===== config.mk =====
export PLATFORM = sky130hd
export DESIGN_NAME = threshold_scan_ctrl
export DESIGN_NICKNAME = d
export VERILOG_FILES = /design/src/rtl/threshold_scan_ctrl.sv
export SDC_FILE = /design/constraint.sdc
export NUM_CORES = 1
export LEC_CHECK = 0
export CAP_MARGIN = 30
export CORE_AREA = 2 2 82 84
export DETAILED_ROUTE_END_ITERATION = 8
export DIE_AREA = 0 0 84 86
export PLACE_DENSITY_LB_ADDON = 0.2
export SYNTH_ARGS = -nofsm -noshare
export SYNTH_HDL_FRONTEND = slang
export SYNTH_SLANG_ARGS = --single-unit

===== constraint.sdc =====
create_clock -name clk_i -period 4 [get_ports clk_i]
set_input_delay 0.4 -clock clk_i [delete_from_list [all_inputs] [get_ports clk_i]]
set_output_delay 0.4 -clock clk_i [all_outputs]
set_load 0.02 [all_outputs]

===== src/rtl/threshold_scan_ctrl.sv =====
// -----------------------------------------------------------------------------
// threshold_scan_ctrl
//
// Sequencer for the programmable threshold sensor. It steps a 3-bit
// threshold-select code into the decoder, waits for the analog path to
// settle, takes a majority vote of the synchronized comparator output, and
// resolves the input level (number of the 8 thresholds exceeded). It uses
// either a linear sweep over all 8 codes or a binary search.
//
// Handshake (valid/ready style): start_i is accepted only while the block is
// idle (busy_o low and done_o low). Once accepted, busy_o stays high until
// the last evaluation. done_o then pulses for exactly one cycle. level_o,
// thermo_o and result_valid_o are valid from that same cycle and hold until
// the next completed conversion. abort_i returns to idle without a done
// pulse and leaves the previous result untouched.
//
// Ports
//   clk_i           clock
//   rst_i           synchronous, active-high reset
//   start_i         begin a conversion (accepted only in IDLE)
//   abort_i         cancel a conversion in progress (ignored in DONE)
//   mode_i          0 = linear sweep, 1 = binary search (latched at start)
//   manual_code_i   code driven to the decoder while idle
//   cmp_i           asynchronous comparator output, 1 = above threshold
//   code_out_o      registered threshold select to the decoder
//   busy_o          conversion in progress
//   done_o          one-cycle pulse when the result updates
//   level_o         number of thresholds exceeded, 0..8
//   thermo_o        thermometer code, bit k = threshold k exceeded
//   result_valid_o  set by the first completed conversion
//   state_o         current FSM state (debug visibility)
// -----------------------------------------------------------------------------
module threshold_scan_ctrl #(
    parameter int unsigned SETTLE_CYCLES = 16,  // 2..255, includes sync latency
    parameter int unsigned SAMPLES       = 4    // 1..15
) (
    input  logic       clk_i,
    input  logic       rst_i,
    input  logic       start_i,
    input  logic       abort_i,
    input  logic       mode_i,
    input  logic [2:0] manual_code_i,
    input  logic       cmp_i,
    output logic [2:0] code_out_o,
    output logic       busy_o,
    output logic       done_o,
    output logic [3:0] level_o,
    output logic [7:0] thermo_o,
    output logic       result_valid_o,
    output logic [2:0] state_o
);

    typedef enum logic [2:0] {
        S_IDLE   = 3'd0,
        S_SET    = 3'd1,
        S_SETTLE = 3'd2,
        S_SAMPLE = 3'd3,
        S_EVAL   = 3'd4,
        S_DONE   = 3'd5
    } state_e;

    // Counter reload values: the counter runs down to zero, so a phase of N
    // cycles loads N-1.
    localparam logic [7:0] SETTLE_LOAD = 8'(SETTLE_CYCLES - 1);
    localparam logic [7:0] SAMPLE_LOAD = 8'(SAMPLES - 1);
    localparam logic [4:0] SAMPLES_W   = 5'(SAMPLES);

    // -------------------------------------------------------------------------
    // Helpers
    // -------------------------------------------------------------------------
    function automatic logic [3:0] popcount8(input logic [7:0] v);
        logic [3:0] n;
        n = '0;
        for (int k = 0; k < 8; k++) begin
            n = n + {3'b000, v[k]};
        end
        return n;
    endfunction

    // Thermometer code with the lowest lvl bits set (lvl may be 8 -> 0xFF).
    function automatic logic [7:0] thermo_of(input logic [3:0] lvl);
        logic [7:0] t;
        t = '0;
        for (int k = 0; k < 8; k++) begin
            t[k] = (4'(k) < lvl);
        end
        return t;
    endfunction

    // -------------------------------------------------------------------------
    // State and datapath registers
    // -------------------------------------------------------------------------
    state_e     state_q, state_d;
    logic [2:0] code_q, code_d;
    logic [7:0] cnt_q, cnt_d;        // settle / sample down-counter
    logic [3:0] ones_q, ones_d;      // comparator ones in the current step
    logic [2:0] idx_q, idx_d;        // linear sweep position
    logic [3:0] lo_q, lo_d;          // binary search bounds, 0..8
    logic [3:0] hi_q, hi_d;
    logic       mode_q, mode_d;      // mode latched at start
    logic [7:0] scratch_q, scratch_d;
    logic [3:0] level_q, level_d;
    logic [7:0] thermo_q, thermo_d;
    logic       valid_q, valid_d;

    // Two-flop synchronizer for the asynchronous comparator output.
    logic       sync1_q;
    logic       cmp_s_q;

    // -------------------------------------------------------------------------
    // Combinational helpers
    // -------------------------------------------------------------------------
    logic [2:0] mid;
    logic [2:0] target;
    logic       decision;
    logic [3:0] lo_nxt;
    logic [3:0] hi_nxt;
    logic [7:0] scratch_nxt;
    logic       abort_now;

    // While a search is running lo < hi <= 8, so lo+hi <= 15 and the
    // midpoint always fits in 3 bits.
    assign mid      = 3'((lo_q + hi_q) >> 1);
    assign target   = mode_q ? mid : idx_q;
    // Strict majority; a tie counts as "not exceeded".
    assign decision = ({ones_q, 1'b0} > SAMPLES_W);
    // DONE is already committed to the result, so abort has no effect there.
    assign abort_now = abort_i && (state_q != S_IDLE) && (state_q != S_DONE);

    // -------------------------------------------------------------------------
    // Next-state and datapath logic
    // -------------------------------------------------------------------------
    always_comb begin
        state_d     = state_q;
        code_d      = code_q;
        cnt_d       = cnt_q;
        ones_d      = ones_q;
        idx_d       = idx_q;
        lo_d        = lo_q;
        hi_d        = hi_q;
        mode_d      = mode_q;
        scratch_d   = scratch_q;
        level_d     = level_q;
        thermo_d    = thermo_q;
        valid_d     = valid_q;
        lo_nxt      = lo_q;
        hi_nxt      = hi_q;
        scratch_nxt = scratch_q;

        unique case (state_q)
            S_IDLE: begin
                code_d = manual_code_i;
                if (start_i && !abort_i) begin
                    state_d   = S_SET;
                    mode_d    = mode_i;
                    idx_d     = '0;
                    lo_d      = 4'd0;
                    hi_d      = 4'd8;
                    scratch_d = '0;
                end
            end

            S_SET: begin
                code_d  = target;
                cnt_d   = SETTLE_LOAD;
                ones_d  = '0;
                state_d = S_SETTLE;
            end

            S_SETTLE: begin
                if (cnt_q == '0) begin
                    cnt_d   = SAMPLE_LOAD;
                    state_d = S_SAMPLE;
                end else begin
                    cnt_d = cnt_q - 8'd1;
                end
            end

            S_SAMPLE: begin
                ones_d = ones_q + {3'b000, cmp_s_q};
                if (cnt_q == '0) begin
                    state_d = S_EVAL;
                end else begin
                    cnt_d = cnt_q - 8'd1;
                end
            end

            S_EVAL: begin
                if (mode_q) begin
                    if (decision) begin
                        lo_nxt = {1'b0, mid} + 4'd1;
                    end else begin
                        hi_nxt = {1'b0, mid};
                    end
                    lo_d = lo_nxt;
                    hi_d = hi_nxt;
                    if (lo_nxt == hi_nxt) begin
                        // Result is published on entry to DONE so it is
                        // valid in the same cycle as the done pulse.
                        level_d  = lo_nxt;
                        thermo_d = thermo_of(lo_nxt);
                        valid_d  = 1'b1;
                        state_d  = S_DONE;
                    end else begin
                        state_d = S_SET;
                    end
                end else begin
                    scratch_nxt[idx_q] = decision;
                    scratch_d          = scratch_nxt;
                    if (idx_q == 3'd7) begin
                        // A non-monotonic sweep is reported unchanged.
                        level_d  = popcount8(scratch_nxt);
                        thermo_d = scratch_nxt;
                        valid_d  = 1'b1;
                        state_d  = S_DONE;
                    end else begin
                        idx_d   = idx_q + 3'd1;
                        state_d = S_SET;
                    end
                end
            end

            S_DONE: begin
                state_d = S_IDLE;
            end

            default: begin
                state_d = S_IDLE;
            end
        endcase

        // Abort overrides whatever the current state planned: back to idle,
        // decoder code untouched this cycle, published result preserved.
        if (abort_now) begin
            state_d  = S_IDLE;
            code_d   = code_q;
            level_d  = level_q;
            thermo_d = thermo_q;
            valid_d  = valid_q;
        end
    end

    // -------------------------------------------------------------------------
    // Registers
    // -------------------------------------------------------------------------
    always_ff @(posedge clk_i) begin
        if (rst_i) begin
            state_q   <= S_IDLE;
            code_q    <= '0;
            cnt_q     <= '0;
            ones_q    <= '0;
            idx_q     <= '0;
            lo_q      <= '0;
            hi_q      <= '0;
            mode_q    <= 1'b0;
            scratch_q <= '0;
            level_q   <= '0;
            thermo_q  <= '0;
            valid_q   <= 1'b0;
            sync1_q   <= 1'b0;
            cmp_s_q   <= 1'b0;
        end else begin
            state_q   <= state_d;
            code_q    <= code_d;
            cnt_q     <= cnt_d;
            ones_q    <= ones_d;
            idx_q     <= idx_d;
            lo_q      <= lo_d;
            hi_q      <= hi_d;
            mode_q    <= mode_d;
            scratch_q <= scratch_d;
            level_q   <= level_d;
            thermo_q  <= thermo_d;
            valid_q   <= valid_d;
            sync1_q   <= cmp_i;
            cmp_s_q   <= sync1_q;
        end
    end

    // -------------------------------------------------------------------------
    // Outputs
    // -------------------------------------------------------------------------
    assign code_out_o     = code_q;
    assign busy_o         = (state_q != S_IDLE) && (state_q != S_DONE);
    assign done_o         = (state_q == S_DONE);
    assign level_o        = level_q;
    assign thermo_o       = thermo_q;
    assign result_valid_o = valid_q;
    assign state_o        = state_q;

endmodule


Yosys cells after proc, flatten, opt, wreduce, memory -nomap -nowiden

Index checks and enable logic that the tools add are counted.

Flip-flop bits (word level): 53
Input bits: 9
Output and inout bits: 21
Logic and storage cells: 121

Add/sub/neg operators: 12
Order comparisons: 11
Equality and inequality tests: 16
Mux-type cells: 44
Bitwise operators: 1
Reductions and logical operators: 23

Operator list:

| operator                                                               | number |
|---|---|
| 8-bit 2-to-1 mux                                                       | 7 |
| 4-bit 2-to-1 mux                                                       | 13 |
| 3-bit 2-to-1 mux                                                       | 10 |
| 4-bit one-hot mux with 2 select lines                                  | 3 |
| 8-bit one-hot mux with 3 select lines                                  | 1 |
| 4-bit by 1-bit adder with 4-bit output                                 | 5 |
| 3-bit by 4-bit < comparator with 1-bit output (first input constant)   | 4 |
| 8-bit one-hot mux with 2 select lines                                  | 1 |
| 3-bit one-hot mux with 5 select lines                                  | 1 |
| 2-bit != test (second input constant)                                  | 7 |
| 3-bit one-hot mux with 2 select lines                                  | 2 |
| 3-bit equality test (second input constant)                            | 3 |
| 3-bit AND reduction                                                    | 3 |
| 8-bit bitwise mux                                                      | 1 |
| 8-bit zero test                                                        | 1 |
| 1-bit by 4-bit < comparator with 1-bit output (first input constant)   | 2 |
| 2-bit by 4-bit < comparator with 1-bit output (first input constant)   | 2 |
| 4-bit AND reduction                                                    | 2 |
| 2-bit nonzero test                                                     | 4 |
| 8-bit by 1-bit subtractor with 8-bit output (second input constant)    | 1 |
| 3-bit by 2-bit equality test with 1-bit output (second input constant) | 2 |
| 2-bit AND reduction                                                    | 3 |
| 3-bit nonzero test                                                     | 2 |
| 5-bit by 3-bit > comparator with 1-bit output (second input constant)  | 1 |
| other kinds (19)                                                       | 26 |

Logic depth before layout (Yosys ltp)

Depth in word-level cells: 14
Depth in mapped cells: 16
Mapped depth without buffers: 15

Worst setup path before layout

OpenSTA, ideal clock, no wires.

Path type: reg-to-reg
Start point: register ones_q[1]
End point: register level_q[1], in the netlist level_o[1]
Setup time: 123 ps
Data arrival time: 3,698 ps
Setup slack: 178 ps
Cell stages (with the launch flop): 14
Period minus slack after synthesis: 3,822 ps
Cells stage by stage: dfxtp_1 a211oi_4 clkbuf_1 nand2_1 o21ai_0 fa_1 fa_1 fa_1 inv_1 ha_1 inv_1 fa_1 a211oi_1 mux2_1

Word-level cells in the longest chain between the ends: 11

RTL lines:

| element                                             | RTL line | source |
|---|---|---|
| start, declared                                     | 96       | `logic [3:0] ones_q, ones_d;` |
| start signal, assigned                              | 266      | `ones_q <= ones_d;` |
| 5-bit by 3-bit > comparator with 1-bit output *     | 126      | `assign decision = ({ones_q, 1'b0} > SAMPLES_W);` |
| 8-bit bitwise mux                                   | 208      | `scratch_nxt[idx_q] = decision;` |
| 1-bit by 1-bit adder with 2-bit output              | 75       | `n = n + {3'b000, v[k]};` |
| 2-bit by 1-bit adder with 3-bit output              | 75       |  |
| 3-bit by 1-bit adder with 4-bit output              | 75       |  |
| 4-bit by 1-bit adder with 4-bit output (4 in a row) | 75       |  |
| 4-bit 2-to-1 mux                                    | 210      | `if (idx_q == 3'd7) begin` |
| 4-bit 2-to-1 mux                                    | 189      | `if (mode_q) begin` |
| end signal, assigned                                | 272      | `level_q <= level_d;` |
| end, declared                                       | 102      | `logic [3:0] level_q, level_d;` |

Every way passes the cells marked *; elsewhere a longest branch is shown, timed or not. The select of a mux whose other input is x is not followed.
A chain may end at the register's enable or synchronous reset.

Worst setup path after layout

Start point: register idx_q[2]
End point: register level_q[1], in the netlist level_o[1]

Word-level cells in the longest chain between the ends: 14

RTL lines:

| element                                                                                                                                             | RTL line | source |
|---|---|---|
| start, declared                                                                                                                                     | 97       | `logic [2:0] idx_q, idx_d;` |
| start signal, assigned                                                                                                                              | 267      | `idx_q <= idx_d;` |
| 3-bit by 4-bit < comparator with 1-bit output (not written as such) or 3-bit by 1-bit greater-or-equal comparator with 1-bit output (tied branches) | 208      |  |
| 1-bit logical AND (not written as such)                                                                                                             | 208      |  |
| 1-bit 2-to-1 mux (not written as such)                                                                                                              | 208      |  |
| 1-bit demux with 3-bit select                                                                                                                       | 208      |  |
| 8-bit bitwise mux                                                                                                                                   | 208      |  |
| 1-bit by 1-bit adder with 2-bit output                                                                                                              | 75       |  |
| 2-bit by 1-bit adder with 3-bit output                                                                                                              | 75       |  |
| 3-bit by 1-bit adder with 4-bit output                                                                                                              | 75       |  |
| 4-bit by 1-bit adder with 4-bit output (4 in a row)                                                                                                 | 75       |  |
| 4-bit 2-to-1 mux                                                                                                                                    | 210      |  |
| 4-bit 2-to-1 mux                                                                                                                                    | 189      |  |

Parallel ways exist; a longest one is shown, timed or not. The select of a mux whose other input is x is not followed.

==> impl_metrics.tcl <==
set metrics [dict create \
    status "completed" \
    min_period_over_period_pct 95.71 \
    fillers 584 \
    final_area_sq_mm 0.003665 \
    htree_num_levels 2 \
    synth-edff-count 0 \
    skew_ns 0.007853 \
    r2r-start "idx_q[2]" \
    critical_path_class "reg2reg" \
    async_flop_share_pct 0 \
    tns_ns 0 \
    fin_nets 464 \
    die_w_um 84 \
    drt-total-wl_um 8035 \
    setup_viol 0 \
    hold_viol_final 0 \
    critPathArrivalTime_ns 4.04 \
    antenna_found_initial 0 \
    clkSinkCount 53 \
    die_h_um 86 \
    power.density_mw_per_mm2 405.0 \
    start_util_pct 51.21 \
    synth_cell_type_count 57 \
    num_vias 2996 \
    yosys_warnings 0 \
    slew-limit-headroom_pct 48.08 \
    grt_pass1_wl_um 13220 \
    ant_nets 0 \
    cts_resized 0 \
    clk_pin_slew_ns 0.10 \
    hold_class "reg2reg" \
    dpl_cell_area_sq_mm 0.003573 \
    grt_use_total_pct 22.85 \
    worstHoldStart "sync1_q" \
    r2r_slack_ns 0.17 \
    drv_slew 0 \
    cts_tree "done" \
    syn_nets 440 \
    fin_crit_ns 3.829 \
    synth.avg_cell_area_sq_um 7.745 \
    max_cap_violations 0 \
    die_area_sq_mm 0.007224 \
    fmax_mhz 261.2 \
    row_count 29 \
    critPathLaunchType "flop" \
    antennaDiodeCount 0 \
    grt_pass1_vias 2722 \
    pin_count 30 \
    ys_seq_area_share_pct 33.01 \
    rsz0062_at_grt "no" \
    endpoint_kind "flop" \
    drive_above_1_share_pct 6.606 \
    hold_end "cmp_s_q" \
    r2r-end "level_o[1]" \
    worstSkewPairLatency_ns 0.32 \
    core_area_sq_mm 0.006277 \
    drt_iter0_markers 271 \
    avgViaCountPerCell 5.806 \
    r2r_cells 12 \
    syn_area_sq_mm 0.003214 \
    synthCells 415 \
    drt_pass1_iterations 5 \
    root_buffer "clkbuf_8" \
    yosys-top-cells-count "dfxtp_1 (53), nand2_1 (53), nor2_1 (51), a21oi_1 (35), inv_1 (24)" \
    postCtsSetupBuffers 0 \
    gp_congestion 0.9777 \
    cts_hold_buf 0 \
    cts_inserted_buffers 5 \
    drc 0 \
    synthToLayoutAreaGrowth_pct 14.01 \
    synth_seq_cells 53 \
    final_core_util_pct 58.38 \
    crit_fanout 11 \
    dpl.hpwl_um 5877 \
    p_leak_nw 1.423 \
    synth_ff_type "dfxtp_1" \
    synth_top_area_cell "dfxtp_1" \
    cp.required_ns 4.21 \
    wl_per_cell_um 15.57 \
    synth_top_area_share_pct 33.01 \
    hold_depth 1 \
    ys_top_cells_by_area "dfxtp_1 (33%), nand2_1 (6.2%), nor2_1 (6.0%)" \
    clock_path_buffers 2 \
    grt_max_degree 42 \
    ir_drop_mv 0.4163 \
    tightest_slew_ns 0.7707 \
    port_buffers 29 \
    grt_remaining_overflow 0 \
]
## report_power, final
group          switching, mW  leakage [nW]  internal, mW  total (mW)
Combinational          0.292         0.949         0.206       0.498
Sequential            0.0778         0.430         0.587       0.664
Clock                  0.184        0.0433         0.137       0.322
## stage by stage
| stage | power (mW) | hold WS (ns) | instances | setup WS, ns |
|---|---|---|---|---|
| floorplan | 1.027 | 0.4138 | 415 | 0.1784 |
| global placement | 1.163 | 0.4233 | 508 | 0.3205 |
| detailed placement | 1.171 | 0.4290 | 509 | 0.1914 |
| CTS | 1.488 | 0.4507 | 516 | 0.1692 |
| global route | 1.580 | 0.4714 | 516 | 0.01989 |
| finish | 1.484 | 0.4436 | 516 | 0.1714 |
## placed cells by master, fill, tap and decap left out, types with 6 or more instances in the layout
cell type and n:
buf_4 7, clkdlybuf4s50_1 29, nand3_1 21, o21ai_0 19
nor3_1 10, xnor2_1 9, inv_1 24, nor2_1 51
clkbuf_8 6, a31oi_1 6, dfxtp_1 52, mux2i_1 13
nand2_1 53, a211oi_1 9, a21oi_1 35, ha_1 11
## flip-flops by register name (all words and copies together), names as in the netlist
register / cells
sync1_q: 1
cmp_s_q: 1
scratch_q: 8
idx_q: 3
mode_q: 1
hi_q: 4
cnt_q: 8
level_o: 4
result_valid_o: 1
ones_q: 4
code_out_o: 3
thermo_o: 8
lo_q: 4
state_o: 3
## layout make-up
type	instances	area (sq um)	area share, %
inverters	25	93.84	2.561
repair buffers	37	347.8	9.491
multi-input cells	317	1974	53.88
well taps	77	96.34	2.629
flip-flops and latches	53	1062	28.99
clock inverters	1	7.507	0.2048
clock buffers	6	82.58	2.253
## cell families (layout without fill, tap and decap cells)
logic type | after synthesis | count (layout) | share of synthesized area [%]
buffers and inverters | 45 | 69 | 5.566
multiplexers | 16 | 16 | 5.099
XOR/XNOR | 13 | 13 | 3.776
adder cells (fa/ha/maj) | 16 | 16 | 7.396
AO/OA/AOI/OAI | 99 | 99 | 19.97
flip-flops | 53 | 53 | 33.01
AND/OR/NAND/NOR | 173 | 173 | 25.19
## worst max path at each step
| stage | start | endpoint | slack, ns | cells after the start |
|---|---|---|---|---|
| 3_3_place_gp | idx_q[2] | level_o[1] | 0.32 | 12 |
| 3_5_place_dp | idx_q[1] | level_o[1] | 0.19 | 12 |
| 5_1_grt | idx_q[2] | level_o[1] | 0.02 | 12 |
| 4_1_cts | idx_q[1] | level_o[1] | 0.17 | 12 |
| 6_report | idx_q[2] | level_o[1] | 0.17 | 12 |
| 2_1_floorplan | ones_q[1] | level_o[1] | 0.18 | 13 |
## layer usage
layer / GRT usage [%] / part of all wire [%]
met5: 0 / 0
met2: 37.82 / 47
met4: 6.452 / 1.2
met3: 4.427 / 4.2
met1: 30.62 / 47
## critical path, cell delays in order (launching register included)
cell and delay (ns):
dfxtp_1 0.41, nor3b_1 0.26, mux2_2 0.37, inv_1 0.11, fa_1 0.44, fa_1 0.55, fa_1 0.43, inv_1 0.08
ha_1 0.16, inv_1 0.05, fa_1 0.47, a211oi_1 0.07, mux2_1 0.31
No activity file was read; power rests on OpenSTA's default activity.
